## config.mk

```make
export PLATFORM = sky130hd
export DESIGN_NAME = apb_req_arbiter
export DESIGN_NICKNAME = d
export VERILOG_FILES = /design/src/rtl/apb_req_arbiter.sv
export SDC_FILE = /design/constraint.sdc
export NUM_CORES = 1
export LEC_CHECK = 0
export BUFFER_PORTS_ARGS = -buffer_cell sky130_fd_sc_hd__buf_2
export CORE_ASPECT_RATIO = 1.75
export CORE_MARGIN = 2
export CORE_UTILIZATION = 35
export DETAILED_ROUTE_END_ITERATION = 12
export PLACE_DENSITY = 0.73
export REMOVE_ABC_BUFFERS = 1
export SKIP_LAST_GASP = 1
export SLEW_MARGIN = 20
export SYNTH_ARGS = -nofsm -noshare
export SYNTH_HDL_FRONTEND = slang
export SYNTH_SLANG_ARGS = --single-unit
```

## constraint.sdc

```tcl
create_clock -name pclk -period 4.1 [get_ports pclk]
set_clock_uncertainty 0.05 [all_clocks]
set_input_delay 0.82 -clock pclk [delete_from_list [all_inputs] [get_ports pclk]]
set_output_delay 0.82 -clock pclk [all_outputs]
set_load 0.01 [all_outputs]
```

## src/rtl/apb_req_arbiter.sv

```systemverilog
// Two-port round-robin request arbiter driving a single APB master port.
// Each accepted request runs SETUP/ACCESS and returns one tagged response.
module apb_req_arbiter #(
    parameter int TIMEOUT = 16
) (
    input  logic       pclk,
    input  logic       preset,
    input  logic       req0_valid,
    input  logic       req0_write,
    input  logic [7:0] req0_addr,
    input  logic [7:0] req0_wdata,
    output logic       req0_ready,
    input  logic       req1_valid,
    input  logic       req1_write,
    input  logic [7:0] req1_addr,
    input  logic [7:0] req1_wdata,
    output logic       req1_ready,
    output logic       rsp_valid,
    output logic       rsp_id,
    output logic [7:0] rsp_rdata,
    output logic       rsp_err,
    output logic       psel,
    output logic       penable,
    output logic       pwrite,
    output logic [7:0] paddr,
    output logic [7:0] pwdata,
    input  logic [7:0] prdata,
    input  logic       pready,
    input  logic       pslverr
);

    typedef enum logic [1:0] {
        S_IDLE   = 2'd0,
        S_SETUP  = 2'd1,
        S_ACCESS = 2'd2,
        S_RESP   = 2'd3
    } state_t;

    localparam logic [7:0] TO_LIMIT = 8'(TIMEOUT);

    state_t     state_q, state_d;
    logic       last_q, last_d;
    logic [7:0] wait_q, wait_d;
    logic       wr_q, wr_d;
    logic [7:0] addr_q, addr_d;
    logic [7:0] wdata_q, wdata_d;
    logic       id_q, id_d;
    logic [7:0] rdata_q, rdata_d;
    logic       err_q, err_d;
    logic       rid_q, rid_d;

    // State and datapath registers; reset leaves the bus idle and port 0 favoured
    always_ff @(posedge pclk or posedge preset) begin
        if (preset) begin
            state_q <= S_IDLE;
            last_q  <= 1'b1;
            wait_q  <= 8'h00;
            wr_q    <= 1'b0;
            addr_q  <= 8'h00;
            wdata_q <= 8'h00;
            id_q    <= 1'b0;
            rdata_q <= 8'h00;
            err_q   <= 1'b0;
            rid_q   <= 1'b0;
        end else begin
            state_q <= state_d;
            last_q  <= last_d;
            wait_q  <= wait_d;
            wr_q    <= wr_d;
            addr_q  <= addr_d;
            wdata_q <= wdata_d;
            id_q    <= id_d;
            rdata_q <= rdata_d;
            err_q   <= err_d;
            rid_q   <= rid_d;
        end
    end

    // Next state: latch the granted request, run the APB phases, capture the result
    always_comb begin
        state_d = state_q;
        last_d  = last_q;
        wait_d  = wait_q;
        wr_d    = wr_q;
        addr_d  = addr_q;
        wdata_d = wdata_q;
        id_d    = id_q;
        rdata_d = rdata_q;
        err_d   = err_q;
        rid_d   = rid_q;
        unique case (state_q)
            S_IDLE: begin
                if (req0_ready || req1_ready) begin
                    state_d = S_SETUP;
                    last_d  = req1_ready;
                    id_d    = req1_ready;
                    wr_d    = req1_ready ? req1_write : req0_write;
                    addr_d  = req1_ready ? req1_addr  : req0_addr;
                    wdata_d = req1_ready ? req1_wdata : req0_wdata;
                    wait_d  = 8'h00;
                end
            end
            S_SETUP: state_d = S_ACCESS;
            S_ACCESS: begin
                if (pready) begin
                    rdata_d = wr_q ? 8'h00 : prdata;
                    err_d   = pslverr;
                    rid_d   = id_q;
                    state_d = S_RESP;
                end else if (wait_q == TO_LIMIT) begin
                    // counter already holds TIMEOUT stalled cycles: abort
                    rdata_d = 8'h00;
                    err_d   = 1'b1;
                    rid_d   = id_q;
                    state_d = S_RESP;
                end else begin
                    wait_d = wait_q + 8'd1;
                end
            end
            S_RESP:  state_d = S_IDLE;
            default: state_d = S_IDLE;
        endcase
    end

    // Outputs: grant only in IDLE, the port not granted last wins a tie
    always_comb begin
        req0_ready = 1'b0;
        req1_ready = 1'b0;
        psel       = 1'b0;
        penable    = 1'b0;
        rsp_valid  = 1'b0;
        unique case (state_q)
            S_IDLE: begin
                req0_ready = req0_valid && (!req1_valid || last_q);
                req1_ready = req1_valid && (!req0_valid || !last_q);
            end
            S_SETUP:  psel = 1'b1;
            S_ACCESS: begin
                psel    = 1'b1;
                penable = 1'b1;
            end
            S_RESP:   rsp_valid = 1'b1;
            default: ;
        endcase
    end

    assign pwrite    = wr_q;
    assign paddr     = addr_q;
    assign pwdata    = wdata_q;
    assign rsp_id    = rid_q;
    assign rsp_rdata = rdata_q;
    assign rsp_err   = err_q;

endmodule

```

; ---- Word level (Yosys, flattened, before mapping)
; Cells that the tools add are included.
[classes]
shifts = 0
n_bitwise = 0
div = 0
n_eq_ne = 8
n_mux = 23
n_reduce_logical = 16
mul = 0
n_lt_le_gt_ge = 0
n_addsub = 1
[op_table]
columns = operator, count
row1 = two-way mux 8 bit, 8
row2 = case mux 8 bit (2 select lines), 1
row3 = two-way mux 1 bit, 10
row4 = adder 8 x 1 -> 8 bit (second input constant), 1
row5 = == test 8 x 5 -> 1 bit (second input constant), 1
row6 = case mux 2 bit (4 select lines), 1
row7 = two-way mux 2 bit, 3
row8 = inequality test 2 bit (second input constant), 3
row9 = AND reduction 2 bit, 3
row10 = == test 2 bit (second input constant), 2
row11 = AND reduction 4 bit, 1
row12 = nonzero test 2 bit, 2
row13 = zero test 1 bit, 3
row14 = logical OR 1 bit, 3
row15 = inequality test 3 bit (second input constant), 1
row16 = == test 2 x 1 -> 1 bit (second input constant), 1
row17 = logical AND 1 bit, 2
row18 = zero test 2 bit, 1
row19 = OR reduction 2 bit, 1
[word_totals]
in_bits = 48
rom_bits = 0
wordCells = 58
reg_bits = 39
output_inout_bits = 32
ramBits = 0
mem_count = 0
latch_bits = 0

; ---- Logic depth before layout (Yosys ltp)
; Gate-level depths: netlist of the first run.
[depth]
ltp_word = 7
depth_mapped = 7

; ---- Worst setup path after synthesis of the first run
; No wires, ideal clock.
[synth_timing]
kind = input -> output
startpoint = in req0_valid
endpoint = out req1_ready
t_arrival_ns = 1.258
path_stages = 4
n_path_buf = 1
required_ns = 3.230
slack_ns = 1.972
path_cell_list = nand2_1 nand3_1 buf_2 inv_1
[synth_via]
elab_chain_cells = 4
[synth_rtl]
columns = item, line_no
row1 = start: declaration, 8  ; input logic req0_valid,
row2 = zero test 1 bit, 135  ; req1_ready = req1_valid && (!req0_valid || !last_q);
row3 = logical OR 1 bit, 135
row4 = logical AND 1 bit, 135
row5 = two-way mux 1 bit, 132  ; unique case (state_q)
row6 = end: declaration, 17  ; output logic req1_ready,
; No other way between the ends.

; ---- Final worst setup path of the first run
[layout_timing]
startpoint = reg state_q[0]
endpoint = out req1_ready
[layout_via]
elab_chain_cells = 2
[layout_rtl]
columns = item, line_no
row1 = start: declaration, 41  ; state_t state_q, state_d;
row2 = start signal: assignment, 66  ; state_q <= state_d;
row3 = zero test 2 bit, 132
row4 = two-way mux 1 bit, 132
; No other way between the ends.

==> results of run 1 <==
## layout make-up
| cell class | instances | area, µm² |
|---|---|---|
| fill | 504 | 2780 |
| sequential | 39 | 977 |
| multi-input combinational | 120 | 847 |
| timing repair buffer | 81 | 410 |
| clock buffer | 5 | 68.8 |
| tap | 55 | 68.8 |
| inverter | 9 | 33.8 |
| clock inverter | 3 | 23.8 |
## where the power goes
part / switching (µW) / internal, µW
Combinational: 375 / 297
Clock: 148 / 122
Sequential: 93.1 / 542
## through the flow
stage / util (%) / area, µm² / hold slack [ns] / worst slack [ns] / power [µW]
finish: 46.6 / 2430 / 0.424 / 1.57 / 1580
global route: 46.6 / 2430 / 0.462 / 1.44 / 1720
CTS: 46.5 / 2420 / 0.433 / 1.55 / 1600
detailed placement: 44.7 / 2330 / 0.412 / 1.63 / 1330
global placement: 44.7 / 2330 / 0.408 / 1.65 / 1300
floorplan: - / 1850 / 0.393 / 1.44 / 1060
## cells by family after synthesis
kind of cell | after synthesis
simple gates | 53
compound gates | 43
flops | 39
mux | 19
buf+inv | 15
fa+ha+maj | 5
## worst register-to-register path: stages, from the launching register on
cell and delay (ns):
sky130_fd_sc_hd__dfrtp_1 0.41, sky130_fd_sc_hd__inv_1 0.09, sky130_fd_sc_hd__ha_1 0.32, sky130_fd_sc_hd__or3b_4 0.46, sky130_fd_sc_hd__o211ai_4 0.16, sky130_fd_sc_hd__and2_1 0.32
sky130_fd_sc_hd__a221o_1 0.19
## synthesized netlist by cell type (2+ instances only)
cell type | number | area share (%)
sky130_fd_sc_hd__buf_2 | 2 | 0.53
sky130_fd_sc_hd__ha_1 | 5 | 3.3
sky130_fd_sc_hd__inv_1 | 9 | 1.8
sky130_fd_sc_hd__a21oi_1 | 3 | 0.80
sky130_fd_sc_hd__nor3_1 | 3 | 0.80
sky130_fd_sc_hd__and3_1 | 2 | 0.67
sky130_fd_sc_hd__clkbuf_1 | 3 | 0.60
sky130_fd_sc_hd__a211o_1 | 2 | 0.93
sky130_fd_sc_hd__o21ai_0 | 18 | 4.8
sky130_fd_sc_hd__dfrtp_1 | 38 | 51
sky130_fd_sc_hd__a22o_1 | 8 | 3.7
sky130_fd_sc_hd__nor2_1 | 4 | 0.80
sky130_fd_sc_hd__nand2_1 | 25 | 5.0
sky130_fd_sc_hd__nand3_1 | 9 | 2.4
sky130_fd_sc_hd__mux2i_1 | 17 | 9.1
## per-layer routing
metal | routed length (µm) | vias to the layer above | GRT usage (%) | part of all wire [%]
met3 | 231 | 8 | 3.59 | 5.7
met1 | 1550 | 719 | 16.1 | 38
met2 | 2170 | 62 | 25.5 | 54
met5 | 0 | - | 0 | 0
met4 | 93 | 0 | 8.04 | 2.3
li1 | - | 781 | - | -
## placed cells by master (no fill, tap or decap), types with 3 or more instances in the layout
cell,count
sky130_fd_sc_hd__buf_2,79
sky130_fd_sc_hd__nand2_1,25
sky130_fd_sc_hd__nor2_1,4
sky130_fd_sc_hd__mux2i_1,17
sky130_fd_sc_hd__nor3_1,3
sky130_fd_sc_hd__inv_1,9
sky130_fd_sc_hd__o21ai_0,18
sky130_fd_sc_hd__a21oi_1,3
sky130_fd_sc_hd__nand3_1,9
sky130_fd_sc_hd__a22o_1,8
sky130_fd_sc_hd__ha_1,5
sky130_fd_sc_hd__dfrtp_1,38
sky130_fd_sc_hd__clkbuf_8,5
## state kept, by name (all words and copies together) (netlist names)
signal     flops
rsp_err        1
wait_q         8
last_q         1
rsp_rdata      8
pwrite         1
state_q        2
pwdata         8
rsp_id         1
paddr          8
id_q           1
## worst min-delay path by stage
stage                                  endpoint  slack (ns)  cells after the start
after floorplan                id_q$_DFFE_PP0P_        0.39                      2
after global placement         id_q$_DFFE_PP0P_        0.41                      2
after detailed placement       id_q$_DFFE_PP0P_        0.41                      2
after CTS                      id_q$_DFFE_PP0P_        0.43                      2
after global routing      pwdata[0]$_DFFE_PP0P_        0.46                      2
final                          id_q$_DFFE_PP0P_        0.42                      2
==> run summary, run 1 <==
The run finished with clean final reports. By area, the combinational part of the netlist is dominated by compound AO/OA/AOI/OAI gates. The synthesized design contains 0 enable-type register cells. Counting I/O delays and the setup requirement, the final critical path takes 2.53 ns. For the global routing usage summed across all routing layers, the log shows 14.8%.

For this design the static power due to leakage is 0.00138 µW. TritonCTS built the clock tree. Once the clock tree was built, the resizer swapped 0 gates to a different size. The area fraction in compound gates after synthesis is 16.4%.

The tools report the beginning of the worst register-to-register path as state_q[0]$_DFFE_PP0P_. The cell repeated most along the worst path was sky130_fd_sc_hd__inv_1. Pin placement for this block handled 80 I/O pins.

After the first detailed-routing iteration, the DRC count stood at 25. The area growth from synthesis to final layout is 29.3%, and the final setup violation count is 0. After clock tree synthesis, the clock-pin slew on the worst setup and hold paths is 0.09 ns.

The final hold violation count was 0; the horizontal die dimension was 59.4 µm. The post-route netlist has 39.7% of its cells at a drive strength greater than 1. The tool flagged a number of max-cap violations equal to 0. The critical path goes through inv_1 > ha_1 > nand3_1 > buf_4 > inv_1 > buf_2.

The critical path ends at req1_ready. STA classifies the critical path startpoint as a flop. For this block, the via count after detailed routing is 1570. In this run the remaining antenna-violating nets after routing total 0. In the synthesized netlist, mux cells make up 10.3% of the area.

Summing the sequential cell areas from Yosys gives 52.0% of the chip area. After the last flow step, the layout net total stands at 309. Measured against its own limit, the worst slew margin works out to 45.1%.

In this run, CTS created clock tree buffers numbering 5. The critical path crosses 6 cells after its start point. Based on the critical path, the design can be clocked at up to 394 MHz. Worst stage delay on the critical path: 0.41 ns. The worst hold-check path type is reg -> reg. The region available for standard cell placement spans 5210 µm². The area share of and/or/nand/nor cells after synthesis was 14.4%; the total negative slack was 0 ns. The area of the die is 5990 µm². In the final routed layout, each cell accounts on average for 13.0 µm.

The required time of the critical path was 3.23 ns; the total power density per cell area was 649 nW/µm². The cell at the root of the clock tree was sky130_fd_sc_hd__clkbuf_8. Routability-driven placement finished with a final weighted congestion of 0.800. In the synthesized netlist the async set-or-reset flop fraction comes to 100%.

After the flow finishes, the layout carries non-filler instances totaling 312. Setup repair after global routing left no endpoint under its margin. Measured in cells, the most critical reg-to-reg path has a length of 6. The register bit total from synthesis was 39. On the critical path the largest part of the delay comes from buffers and inverters. The data arrival time of the worst path is 1.66 ns. The number of diodes added for antenna fixing was 0.

The hold buffer count at CTS was 0; the height of the chip was 101 µm. The number of setup buffers added after CTS is 0. The number of max-slew violations in the final report is 0. After Yosys synthesis, full adders, half adders and majority gates account for 3.33% of the synthesized area. Using the TritonRoute via totals, the vias-per-cell ratio works out to 5.03. The DRC violations left is 0. The number of placed instances, taps included, is 304. The standard-cell row count came out at 35. The clock network latency to the later pin of the worst-skew pair was 0.30 ns; the post-synthesis average cell area was 10.8 µm². The aggregate global routing overflow is 0. For this configuration, the core starts out at a cell density of 36.1%. The via count of the first global-routing pass was 1590. The count of input and output buffers is 79, and the slew at the pin closest to its max-slew limit is 0.822 ns. The critical path starts at state_q[0]$_DFFE_PP0P_. The post-route clock period utilization is 61.8%. The critical path buffer and inverter count works out to 4. During synthesis, Yosys emitted a total of 0 warnings.

The cell area that synthesis handed to floorplanning was 1880 µm². The maximum number of pins on one net before global-route repair came out at 37. The worst register-to-register path ends at wait_q[2]$_DFFE_PP0P_.

For this run, the leading register cell type out of synthesis is sky130_fd_sc_hd__dfrtp_1. The final wirelength was 4050 µm; the first-pass detailed-route iteration total was 4. The H-tree was split into 2 levels.

CTS saw 39 sinks. The synthesized netlist contains 41 unique library cells. The critical path endpoint category was a primary output.

The first global-routing pass estimated 6820 µm of wire. For the number of antenna violations at the first check in global routing, the log shows 0. The highest-delay cell along the critical path is sky130_fd_sc_hd__dfrtp_1. The total half-perimeter wirelength after legalization and detailed placement was 3160 µm; the buffer depth of the longest clock path was 2.

The cell count after synthesis came out at 174. VDD sags by at most 0.292 mV. The xor/xnor share of the synthesized area is 0%. Critical path class: reg -> out. In this run the most critical hold path is launched from id_q$_DFFE_PP0P_.

The reg-to-reg setup timing slack is 2.05 ns. Along the worst path, the maximum fanout reaches 20.
Note: power is estimated with default switching activity, not from simulation.
==> run 2: changes to the inputs <==
clock period = 2.6 ns   (was 4.1 ns; I/O delays follow)
==> run summary, run 2 (same netlist as run 1, synthesis figures left out) <==
The post-cts gate resize count was 0; the total power density per cell area was 1020 nW/µm². The clock network latency to the later pin of the worst-skew pair is 0.29 ns. The first-pass detailed-route iteration total was 3; the detail-routed via count per cell was 5.06.

In this run the tool buffered the top-level ports with 79 buffer cells. The initial utilization of the core area, before any placement, comes to 36.1%. The count of cells along the worst register-to-register path was 6; the reported leakage power was 0.00138 µW. The tools report the final hold violation count as 0. For this design, the sink count on the clock tree is 39.

At the end of routability-driven placement, the weighted congestion stood at 0.818. The run gives 1559 as the via count of the first global-routing pass. Critical path class: reg -> reg. After the last flow step, the layout net total stands at 311. In this run the critical register-to-register path is launched from state_q[0]$_DFFE_PP0P_. For the final routed database, the setup TNS stands at 0 ns. The tool flagged a number of max-cap violations equal to 0. The largest fanout on the critical path was 10; the routed length per placed instance was 13.2 µm. In this run the critical register-to-register path is captured at wait_q[2]$_DFFE_PP0P_.

The run gives 0.431 mV as the largest voltage drop on the vdd net. The count of nets left with antenna violations once routing finished came out at 0. Detailed placement finished with a half-perimeter wire length of 3190 µm. The die is 101 µm tall. Entering global routing, the biggest net connects 40 pins. The data arrival time of the worst path was 2.20 ns; the final wirelength was 4160 µm. Share of cells above drive strength 1: 39.8%. TritonCTS built the clock tree. The flow ran to the end, and the final reports show no timing, DRC or antenna violations. After clock tree synthesis, the setup repair step added 0 buffers.

The critical path ends at wait_q[2]$_DFFE_PP0P_. The library cell used most frequently in the layout, excluding fill and tap cells, is sky130_fd_sc_hd__buf_2. From synthesis to final layout, the design area changed by 29.3%. The number of levels the H-tree was split into was 2; the number of max-slew violations in the final report was 0. In this run the worst setup path begins at state_q[0]$_DFFE_PP0P_. The final critical path time including I/O delays and setup was 2.02 ns; the core footprint was 5210 µm². After floorplanning, the core was divided into 35 placement rows.

The run gives 0 as the number of antenna violations at the first check in global routing. STA puts the critical path data required time at 2.78 ns. In the global route stage, overall resource usage came out at 14.8%. The fmax is 495 MHz, and the DRC violations left is 0. The logs give 80 for the number of primary I/O pins and 2 for the buffer depth of the longest clock path. The run gives 0 as the number of diodes added for antenna fixing. At the pin with the least slew margin, the transition time is 0.507 ns. The horizontal die dimension is 59.4 µm, and the number of buffers created by CTS is 5. CTS placed an instance of sky130_fd_sc_hd__clkbuf_8 at the clock tree root.

Global routing finished with a remaining overflow of 0. On the final layout, the worst hold slack is 0.283 ns. In this run, the number of DRC markers left after iteration 0 of detailed routing was 28. The post-route clock period utilization works out to 77.8%. The worst setup path is launched from a flop. The worst hold-check path type is in -> async. STA classifies the critical path endpoint as a flop. For the area of the die, the log shows 5990 µm².

The top cell types in the final layout, fill and taps aside, are sky130_fd_sc_hd__buf_2, sky130_fd_sc_hd__dfrtp_1, sky130_fd_sc_hd__nand2_1. Setup repair after global routing left no endpoint under its margin. Hold repair after CTS inserted 0 buffers. The first global-routing pass estimated 6680 µm of wire. For flop-to-flop paths, the worst setup slack is 0.58 ns.

Clock-pin slew was measured on the worst setup and hold paths at 0.07 ns. The run gives 0 as the final setup violation count. The detailed-route via count is 1588. The tools report the headroom to the max-slew limit as 66.1%.
## run 2: metal layers
metal | up-vias | wire, µm | global-route usage, %
met2 | 53 | 2240 | 25.7
met5 | - | 0 | 0
met3 | 10 | 188 | 3.59
li1 | 787 | - | -
met4 | 0 | 91 | 7.87
met1 | 738 | 1640 | 15.9
## run 2: worst min path at each step
stage                                       end                  start  slack (ns)
after floorplan                id_q$_DFFE_PP0P_       id_q$_DFFE_PP0P_        0.39
after global placement    pwdata[3]$_DFFE_PP0P_  pwdata[3]$_DFFE_PP0P_        0.41
after detailed placement   paddr[1]$_DFFE_PP0P_   paddr[1]$_DFFE_PP0P_        0.41
after CTS                 wait_q[4]$_DFFE_PP0P_                 preset        0.30
after global routing      wait_q[0]$_DFFE_PP0P_                 preset        0.32
final                     wait_q[0]$_DFFE_PP0P_                 preset        0.28
## run 2: area by class of cell
class,count,area (µm²)
fill,503,2780
sequential,39,977
multi-input combinational,120,840
timing repair buffer,83,425
clock buffer,6,72.6
tap,55,68.8
inverter,9,33.8
clock inverter,2,12.5
## run 2: worst max-delay path, stage by stage (launching register included)
cell and delay (ns):
sky130_fd_sc_hd__dfrtp_1 0.40, sky130_fd_sc_hd__inv_1 0.09, sky130_fd_sc_hd__ha_1 0.29, sky130_fd_sc_hd__or3b_4 0.45
sky130_fd_sc_hd__o211ai_4 0.15, sky130_fd_sc_hd__and2_1 0.34, sky130_fd_sc_hd__a221o_1 0.19
## run 2: metrics by stage
step                std cells  power [µW]  util, %  cell area [µm²]  setup slack (ns)
CTS                       314        2520     46.6             2430             0.588
detailed placement        306        2110     45.0             2340             0.612
global placement          306        2060     45.0             2340             0.679
finish                    314        2470     46.6             2430             0.578
global route              314        2690     46.6             2430             0.494
floorplan                 168        1670        -             1850             0.394
## run 2: power breakdown
| part | leakage (µW) | total, µW | internal (µW) | switching, µW |
|---|---|---|---|---|
| Combinational | 0.000851 | 1070 | 477 | 591 |
| Clock | 0.0000412 | 402 | 188 | 215 |
| Sequential | 0.000493 | 1000 | 855 | 147 |
